[src/rtl/booth_mul_seq_if.sv]
// booth_mul_seq_if
//   Operand and product handshakes of the sequential Booth multiplier.
//   master : producer/consumer side (drives operands, in_valid, out_ready)
//   slave  : multiplier side (drives in_ready, out_valid, prod)
//   Signals:
//     in_valid/in_ready   operand handshake
//     a, b, is_signed     32-bit operands and signedness, sampled on accept
//     out_valid/out_ready product handshake
//     prod                64-bit registered product
interface booth_mul_seq_if;
    logic        in_valid;
    logic        in_ready;
    logic [31:0] a;
    logic [31:0] b;
    logic        is_signed;
    logic        out_valid;
    logic        out_ready;
    logic [63:0] prod;

    modport master (
        output in_valid, a, b, is_signed, out_ready,
        input  in_ready, out_valid, prod
    );

    modport slave (
        input  in_valid, a, b, is_signed, out_ready,
        output in_ready, out_valid, prod
    );
endinterface

[src/rtl/booth_mul_seq.sv]
// booth_mul_seq
//   Iterative radix-4 Booth multiplier: one 32x32 operand pair per
//   transaction, 17 Booth digits retired one per clock into a 68-bit
//   accumulator, 64-bit product presented through a valid/ready handshake.
//   Ports:
//     clk    rising-edge clock
//     rst_n  asynchronous active-low reset
//     abort  synchronous cancel, overrides every other input
//     busy   high while calculating or holding a result (CALC/DONE)
//     bus    operand/product handshakes (booth_mul_seq_if.slave)
module booth_mul_seq (
    input  logic           clk,
    input  logic           rst_n,
    input  logic           abort,
    output logic           busy,
    booth_mul_seq_if.slave bus
);

    typedef enum logic [1:0] {
        IDLE = 2'd0,
        CALC = 2'd1,
        DONE = 2'd2
    } state_t;

    state_t      state_q;
    logic [4:0]  cnt_q;
    logic [67:0] acc_q;
    logic [67:0] mcand_q;   // sign-extended multiplicand, pre-shifted by 2i
    logic [33:0] mplr_q;    // extended multiplier, shifted right by 2 per digit
    logic        bprev_q;   // B[2i-1] of the current digit
    logic [63:0] prod_q;
    logic        out_valid_q;

    logic [2:0]  trip;
    logic [67:0] pp_d;
    logic [67:0] acc_d;
    logic        a_ext;
    logic        b_ext;

    assign a_ext = bus.is_signed & bus.a[31];
    assign b_ext = bus.is_signed & bus.b[31];

    // Booth triplet {B[2i+1], B[2i], B[2i-1]} of the digit retired this cycle
    assign trip = {mplr_q[1:0], bprev_q};

    always_comb begin
        pp_d = '0;
        case (trip)
            3'b001, 3'b010: pp_d = mcand_q;
            3'b011:         pp_d = mcand_q << 1;
            3'b100:         pp_d = -(mcand_q << 1);
            3'b101, 3'b110: pp_d = -mcand_q;
            default:        pp_d = '0;
        endcase
        acc_d = acc_q + pp_d;
    end

    always_ff @(posedge clk or negedge rst_n) begin
        if (!rst_n) begin
            state_q     <= IDLE;
            cnt_q       <= '0;
            acc_q       <= '0;
            mcand_q     <= '0;
            mplr_q      <= '0;
            bprev_q     <= 1'b0;
            prod_q      <= '0;
            out_valid_q <= 1'b0;
        end else if (abort) begin
            // prod is deliberately kept: the last completed result survives a cancel
            state_q     <= IDLE;
            cnt_q       <= '0;
            acc_q       <= '0;
            out_valid_q <= 1'b0;
        end else begin
            case (state_q)
                IDLE: begin
                    if (bus.in_valid) begin
                        mcand_q <= {{36{a_ext}}, bus.a};
                        mplr_q  <= {b_ext, b_ext, bus.b};
                        bprev_q <= 1'b0;
                        acc_q   <= '0;
                        cnt_q   <= '0;
                        state_q <= CALC;
                    end
                end
                CALC: begin
                    acc_q   <= acc_d;
                    mcand_q <= mcand_q << 2;
                    mplr_q  <= {2'b00, mplr_q[33:2]};
                    bprev_q <= mplr_q[1];
                    cnt_q   <= cnt_q + 5'd1;
                    if (cnt_q == 5'd16) begin
                        prod_q      <= acc_d[63:0];
                        out_valid_q <= 1'b1;
                        state_q     <= DONE;
                    end
                end
                DONE: begin
                    if (bus.out_ready) begin
                        out_valid_q <= 1'b0;
                        state_q     <= IDLE;
                    end
                end
                default: begin
                    state_q <= IDLE;
                end
            endcase
        end
    end

    assign bus.in_ready  = (state_q == IDLE) & ~abort;
    assign bus.out_valid = out_valid_q;
    assign bus.prod      = prod_q;
    assign busy          = (state_q != IDLE);

endmodule

[src/flat_wrapper.sv]
// flat-port wrapper written by rule: the top's interface ports become plain ports
module booth_mul_seq_flat 
  (clk, rst_n, abort, busy, bus_in_valid, bus_a, bus_b, bus_is_signed, bus_out_ready, bus_in_ready, bus_out_valid, bus_prod);
  booth_mul_seq_if bus_i ();
  input  logic clk;
  input  logic rst_n;
  input  logic abort;
  output logic busy;
  input wire logic [$bits(bus_i.in_valid)-1:0] bus_in_valid;
  input wire logic [$bits(bus_i.a)-1:0] bus_a;
  input wire logic [$bits(bus_i.b)-1:0] bus_b;
  input wire logic [$bits(bus_i.is_signed)-1:0] bus_is_signed;
  input wire logic [$bits(bus_i.out_ready)-1:0] bus_out_ready;
  output wire logic [$bits(bus_i.in_ready)-1:0] bus_in_ready;
  output wire logic [$bits(bus_i.out_valid)-1:0] bus_out_valid;
  output wire logic [$bits(bus_i.prod)-1:0] bus_prod;
  assign bus_i.in_valid = bus_in_valid;
  assign bus_i.a = bus_a;
  assign bus_i.b = bus_b;
  assign bus_i.is_signed = bus_is_signed;
  assign bus_i.out_ready = bus_out_ready;
  assign bus_in_ready = bus_i.in_ready;
  assign bus_out_valid = bus_i.out_valid;
  assign bus_prod = bus_i.prod;
  booth_mul_seq u_core (.clk(clk), .rst_n(rst_n), .abort(abort), .busy(busy), .bus(bus_i));
endmodule
[config.mk]
export PLATFORM = sky130hd
export DESIGN_NAME = booth_mul_seq_flat
export DESIGN_NICKNAME = d
export VERILOG_FILES = /design/src/rtl/booth_mul_seq_if.sv /design/src/rtl/booth_mul_seq.sv /design/src/flat_wrapper.sv
export SDC_FILE = /design/constraint.sdc
export NUM_CORES = 1
export LEC_CHECK = 0
export CAP_MARGIN = 20
export CORE_UTILIZATION = 50
export CTS_BUF_LIST = sky130_fd_sc_hd__clkbuf_8
export DETAILED_ROUTE_END_ITERATION = 8
export GPL_ROUTABILITY_DRIVEN = 1
export HOLD_SLACK_MARGIN = 0.12
export PLACE_DENSITY = 0.7
export SLEW_MARGIN = 10
export SYNTH_ARGS = -nofsm -noshare
export SYNTH_HDL_FRONTEND = slang
export SYNTH_SLANG_ARGS = --single-unit
[constraint.sdc]
create_clock -name clk -period 17.5 [get_ports clk]
set_input_delay 3.5 -clock clk [delete_from_list [all_inputs] [get_ports clk]]
set_output_delay 3.5 -clock clk [all_outputs]
set_load 0.02 [all_outputs]
# --- Word level (Yosys, flattened, before mapping) ---
# Index checks and enable logic that the tools add are counted.
totals:
  elab_cells: 63
  out_inout_bits: 67
  reg_bits: 243
  inputBits: 70
op_classes:
  add_sub_neg: 4
  eq_ne: 13
  bitwise: 4
  muxes: 22
  reduce_logical: 12
op_table:
  columns: ["cell", "n"]
  rows:
  - ["68-bit case mux with 2 select lines", 2]
  - ["68-bit case mux with 4 select lines", 1]
  - ["68-bit two-way mux", 3]
  - ["68-bit negation", 2]
  - ["68-bit adder", 1]
  - ["34-bit case mux with 2 select lines", 1]
  - ["34-bit two-way mux", 1]
  - ["3-bit AND reduction", 4]
  - ["5-bit two-way mux", 2]
  - ["5-bit case mux with 2 select lines", 1]
  - ["3-bit == test (second input constant)", 3]
  - ["2-bit two-way mux", 4]
  - ["3-bit by 2-bit == test with 1-bit output (second input constant)", 2]
  - ["3-bit inequality test (second input constant)", 2]
  - ["2-bit case mux with 3 select lines", 1]
  - ["3-bit nonzero test", 2]
  - ["5-bit by 1-bit adder with 5-bit output (second input constant)", 1]
  - ["5-bit == test (second input constant)", 1]
  - ["1-bit two-way mux", 4]
  - ["1-bit case mux with 2 select lines", 2]
  - ["2-bit nonzero test", 2]
  - ["2-bit OR reduction", 2]
  - ["1-bit bitwise AND", 3]
  - ["3-bit by 1-bit == test with 1-bit output (second input constant)", 1]
  - ["7 further kinds", 7]

# --- Depth between registers and ports, before layout ---
logic_depth:
  ltp_word: 6
  ltp_mapped: 24
  mapped_depth_nobuf: 22

# --- Worst setup path before layout ---
# OpenSTA, ideal clock, no wires.
synth_timing:
  kind: "input -> output"
  from: "input port abort"
  to: "output port bus_in_ready"
  cell_stages: 2
  slack_ns: 9.983
  required_ns: 14.000
  t_arrival_ns: 4.017
  path_cell_list: "clkbuf_1 -> nor2_1"
synth_between:
  elab_chain_len: 2
synth_rtl:
  columns: ["item", "line_no", "rtl"]
  rows:
  - ["from (decl)", "flat_wrapper.sv:7", "input logic abort;"]
  - ["1-bit NOT (no source line)", null, null]
  - ["1-bit bitwise AND", "booth_mul_seq.sv:111", "assign bus.in_ready = (state_q == IDLE) & ~abort;"]
  - ["to (decl)", "flat_wrapper.sv:14", "output wire logic [$bits(bus_i.in_ready)-1:0] bus_in_ready;"]
# No other way between the ends.

# --- Final worst setup path ---
# Ends and elaborated chain as after synthesis.

==> out/results.txt <==
# clock sinks - 234
sequential share of the synthesized area - 35.1%
Min-Delay Path Class - reg2reg
detailed-routing iteration count for the pre-antenna-repair pass - 5
Layout Nets - 2285
clock tree from TritonCTS - yes
number of enable-type register cells in the synthesized netlist - 0
slowest cell delay on critical path - 0.64 ns
flops & latches, synth - 234
Max Buffers Root-to-Sink - 3
unrepaired setup endpoints after global routing - false
startpoint of the lowest-slack hold path - u_core.bus.prod[20]$_DFFE_PN0P_
register share of total power - 32.0%
net count after synthesis - 2268
Reg2Reg Launch Point - u_core.mcand_q[22]$_DFFE_PN0P_
count of final hold-check violations - 0
destination of the worst hold path - u_core.bus.prod[20]$_DFFE_PN0P_
kind of capture point of the worst setup path - output pin
setup slack on the worst flop-to-flop path - 10.72 ns
drt initial violations - 1535
DRT Wirelength - 49.4 mm
combinational group share of total power - 42.5%
Die Span X - 185 um
grt ovf - 0
number of fillers in the final layout - 3090
upper clock frequency limit - 117 MHz
netlist area before placement - 16700 um^2
warning count from the yosys run - 0
later-pin clock latency in the skew report - 0.58 ns
top cells by area, synth - sky130_fd_sc_hd__dfrtp_1 35%, sky130_fd_sc_hd__nand2_1 9.6%, sky130_fd_sc_hd__ha_1 5.0%
worst rel slew slack - 34.1%
Critical Setup Path Class - in2out
largest clock skew in the final design - 0.0197 ns
share of the clock period used by the worst path - 48.7%
number of global-route vias before repair - 14600
floorplan die area - 34100 um^2
clock transition at the registers of the reported paths - 0.05 ns
ordered cell list for the critical path - clkdlybuf4s50_1, nor2_1, clkdlybuf4s50_1
reg2reg path depth - 22
number of antenna violations at the first check in global routing - 1
leakage component of the power - 0.00836 uW
antenna cells - 0
CP startpoint kind - input pin
Buffers on Ports - 136
core area - 32700 um^2
vias per cell - 6.03
wire length of the first global-routing pass - 78.7 mm
final worst path period need - 8.52 ns
number of max-cap violations - 0
layout overhead on the synthesized area - 13.7%
pin count of the biggest net entering global routing - 121
ratio of cells with drive above 1 in the final layout - 6.48%
post-synthesis cell count - 2131
Detail Route Antenna Nets - 0
DPL Wire Length - 34.4 mm
cell internal power dissipation - 1250 uW
slowest cell on the critical path - sky130_fd_sc_hd__clkdlybuf4s50_1
worst vdd rail ir drop - 0.0540 mV
switching part of the total - 42.7%
total number of placement rows - 66
Worst Hold Depth - 2
most used cells in the layout excluding fill and tap cells - 425 x sky130_fd_sc_hd__nand2_1, 231 x sky130_fd_sc_hd__dfrtp_1, 207 x sky130_fd_sc_hd__nor2_1
number of design rule violations left after detail routing - 0
most prevalent standard cell on the critical path - sky130_fd_sc_hd__clkdlybuf4s50_1
Cell variety after synth - 67
primary flip-flop cell chosen by synthesis mapping - sky130_fd_sc_hd__dfrtp_1
run status - finished, final reports clean
TritonCTS buffer count - 43
required arrival time at the worst endpoint - 14.00 ns
Final Power - 2180 uW
htree depth - 2
actual slew at the worst max-slew pin - 0.985 ns
count of instances resized after the clock tree is built - 0
Clk pwr share - 25.4%
die boundary height - 185 um
number of setup buffers added after CTS - 0
combined global-route utilization of all metal layers - 29.1%
CP max FO - 8
number of vias after detailed routing - 15800
CTS hold repair buffers - 0
average routed wire per standard cell - 18.9 um
syn avg cell area - 7.82 um^2
data arrival time at the worst-slack endpoint - 5.02 ns
Setup Total Neg Slack - 0 ns
Top Ports - 137
pwr/cell area - 115 nW/um^2
RePlAce Congestion - 1.00
area share of the largest cell type after synthesis - 35.1%
largest area contributor in the synthesized netlist - sky130_fd_sc_hd__dfrtp_1
sw power - 931 uW
number of slew-limit violations in the final report - 0
count of final setup violators - 0
RR Endpoint - u_core.bus.prod[56]$_DFFE_PN0P_
most frequent standard cell in the layout excluding fill and tap cells - sky130_fd_sc_hd__nand2_1
CTS Root Buffer Type - sky130_fd_sc_hd__clkbuf_8
initial core utilization - 51.0%
async set-reset flop share out of synthesis - 100%
[synth_stat cells (24+ instances only)]
| library cell | instances |
|---|---|
| sky130_fd_sc_hd__xor2_1 | 53 |
| sky130_fd_sc_hd__a21o_1 | 39 |
| sky130_fd_sc_hd__a22oi_1 | 24 |
| sky130_fd_sc_hd__or3_1 | 27 |
| sky130_fd_sc_hd__mux2_2 | 24 |
| sky130_fd_sc_hd__inv_1 | 30 |
| sky130_fd_sc_hd__nand2_1 | 425 |
| sky130_fd_sc_hd__o21ai_0 | 133 |
| sky130_fd_sc_hd__dfrtp_1 | 234 |
| sky130_fd_sc_hd__a31oi_1 | 85 |
| sky130_fd_sc_hd__a21oi_1 | 157 |
| sky130_fd_sc_hd__nor3_1 | 43 |
| sky130_fd_sc_hd__a22o_1 | 61 |
| sky130_fd_sc_hd__nor2_1 | 209 |
| sky130_fd_sc_hd__clkbuf_1 | 164 |
| sky130_fd_sc_hd__ha_1 | 66 |
| sky130_fd_sc_hd__xnor2_1 | 87 |
[flip-flops by register name, indices dropped and copies added (netlist names)]
name,count
u_core.mplr_q,33
u_core.acc_q,64
u_core.bprev_q,1
u_core.mcand_q,64
u_core.bus.out_valid,1
u_core.bus.prod,64
u_core.cnt_q,5
u_core.state_q,2
[how the worst max path moves through the flow]
| stage | from | endpoint | slack (ns) |
|---|---|---|---|
| global placement | abort | bus_in_ready | 8.99 |
| finish | abort | bus_in_ready | 8.98 |
| detailed placement | abort | bus_in_ready | 8.98 |
| CTS | abort | bus_in_ready | 8.97 |
| global route | abort | bus_in_ready | 8.90 |
| floorplan | abort | bus_in_ready | 9.98 |
[power groups by stage]
stage / clock network (uW) / registers [uW] / logic (uW)
4_1_cts: 564 / 694 / 908
2_1_floorplan: 0 / 641 / 704
3_5_place_dp: 0 / 702 / 905
5_1_grt: 590 / 707 / 1010
6_report: 554 / 697 / 926
3_3_place_gp: 0 / 700 / 894
[per-stage QoR]
stage	hold slack, ns	cells	util (%)	setup slack, ns	cell area [um^2]
floorplan	0.450	2131	-	9.98	16700
global placement	0.452	2545	55.2	8.99	18100
detailed placement	0.460	2545	55.2	8.98	18100
CTS	0.476	2618	58.0	8.97	19000
global route	0.485	2618	58.0	8.90	19000
finish	0.470	2618	58.0	8.98	19000
[cell type report]
class | count | area (um^2) | area share (%)
tap | 442 | 553 | 2.92
timing repair buffer | 156 | 1520 | 8.00
clock inverter | 22 | 189 | 0.997
clock buffer | 51 | 702 | 3.70
inverter | 30 | 113 | 0.594
sequential | 234 | 5860 | 30.9
multi-input combinational | 1683 | 10000 | 52.9
[critical path, delay by kind of cell]
| family | cells | cell delay, ns |
|---|---|---|
| buffers and inverters | 2 | 1.25 |
| AND/OR/NAND/NOR | 1 | 0.27 |
[kinds of logic after synthesis]
kind of cell	count (synthesis)	share of synthesized area, %
adders and majority gates	67	5.08
muxes	39	2.52
xor gates and xnor gates	140	7.36
AOI/OAI and AO/OA	609	23.4
buffers and inverters	214	4.99
DFF	234	35.1
and+or+nand+nor	828	21.6
[layer usage]
metal | part of all wire [%] | vias up | global-route usage, %
li1 | - | 7540 | -
met1 | 48 | 7550 | 42.7
met2 | 43 | 615 | 43.3
met3 | 7.1 | 89 | 5.18
met4 | 2.5 | 2 | 8.90
met5 | 0.026 | - | 0
Power figures use the tool's default switching activity.
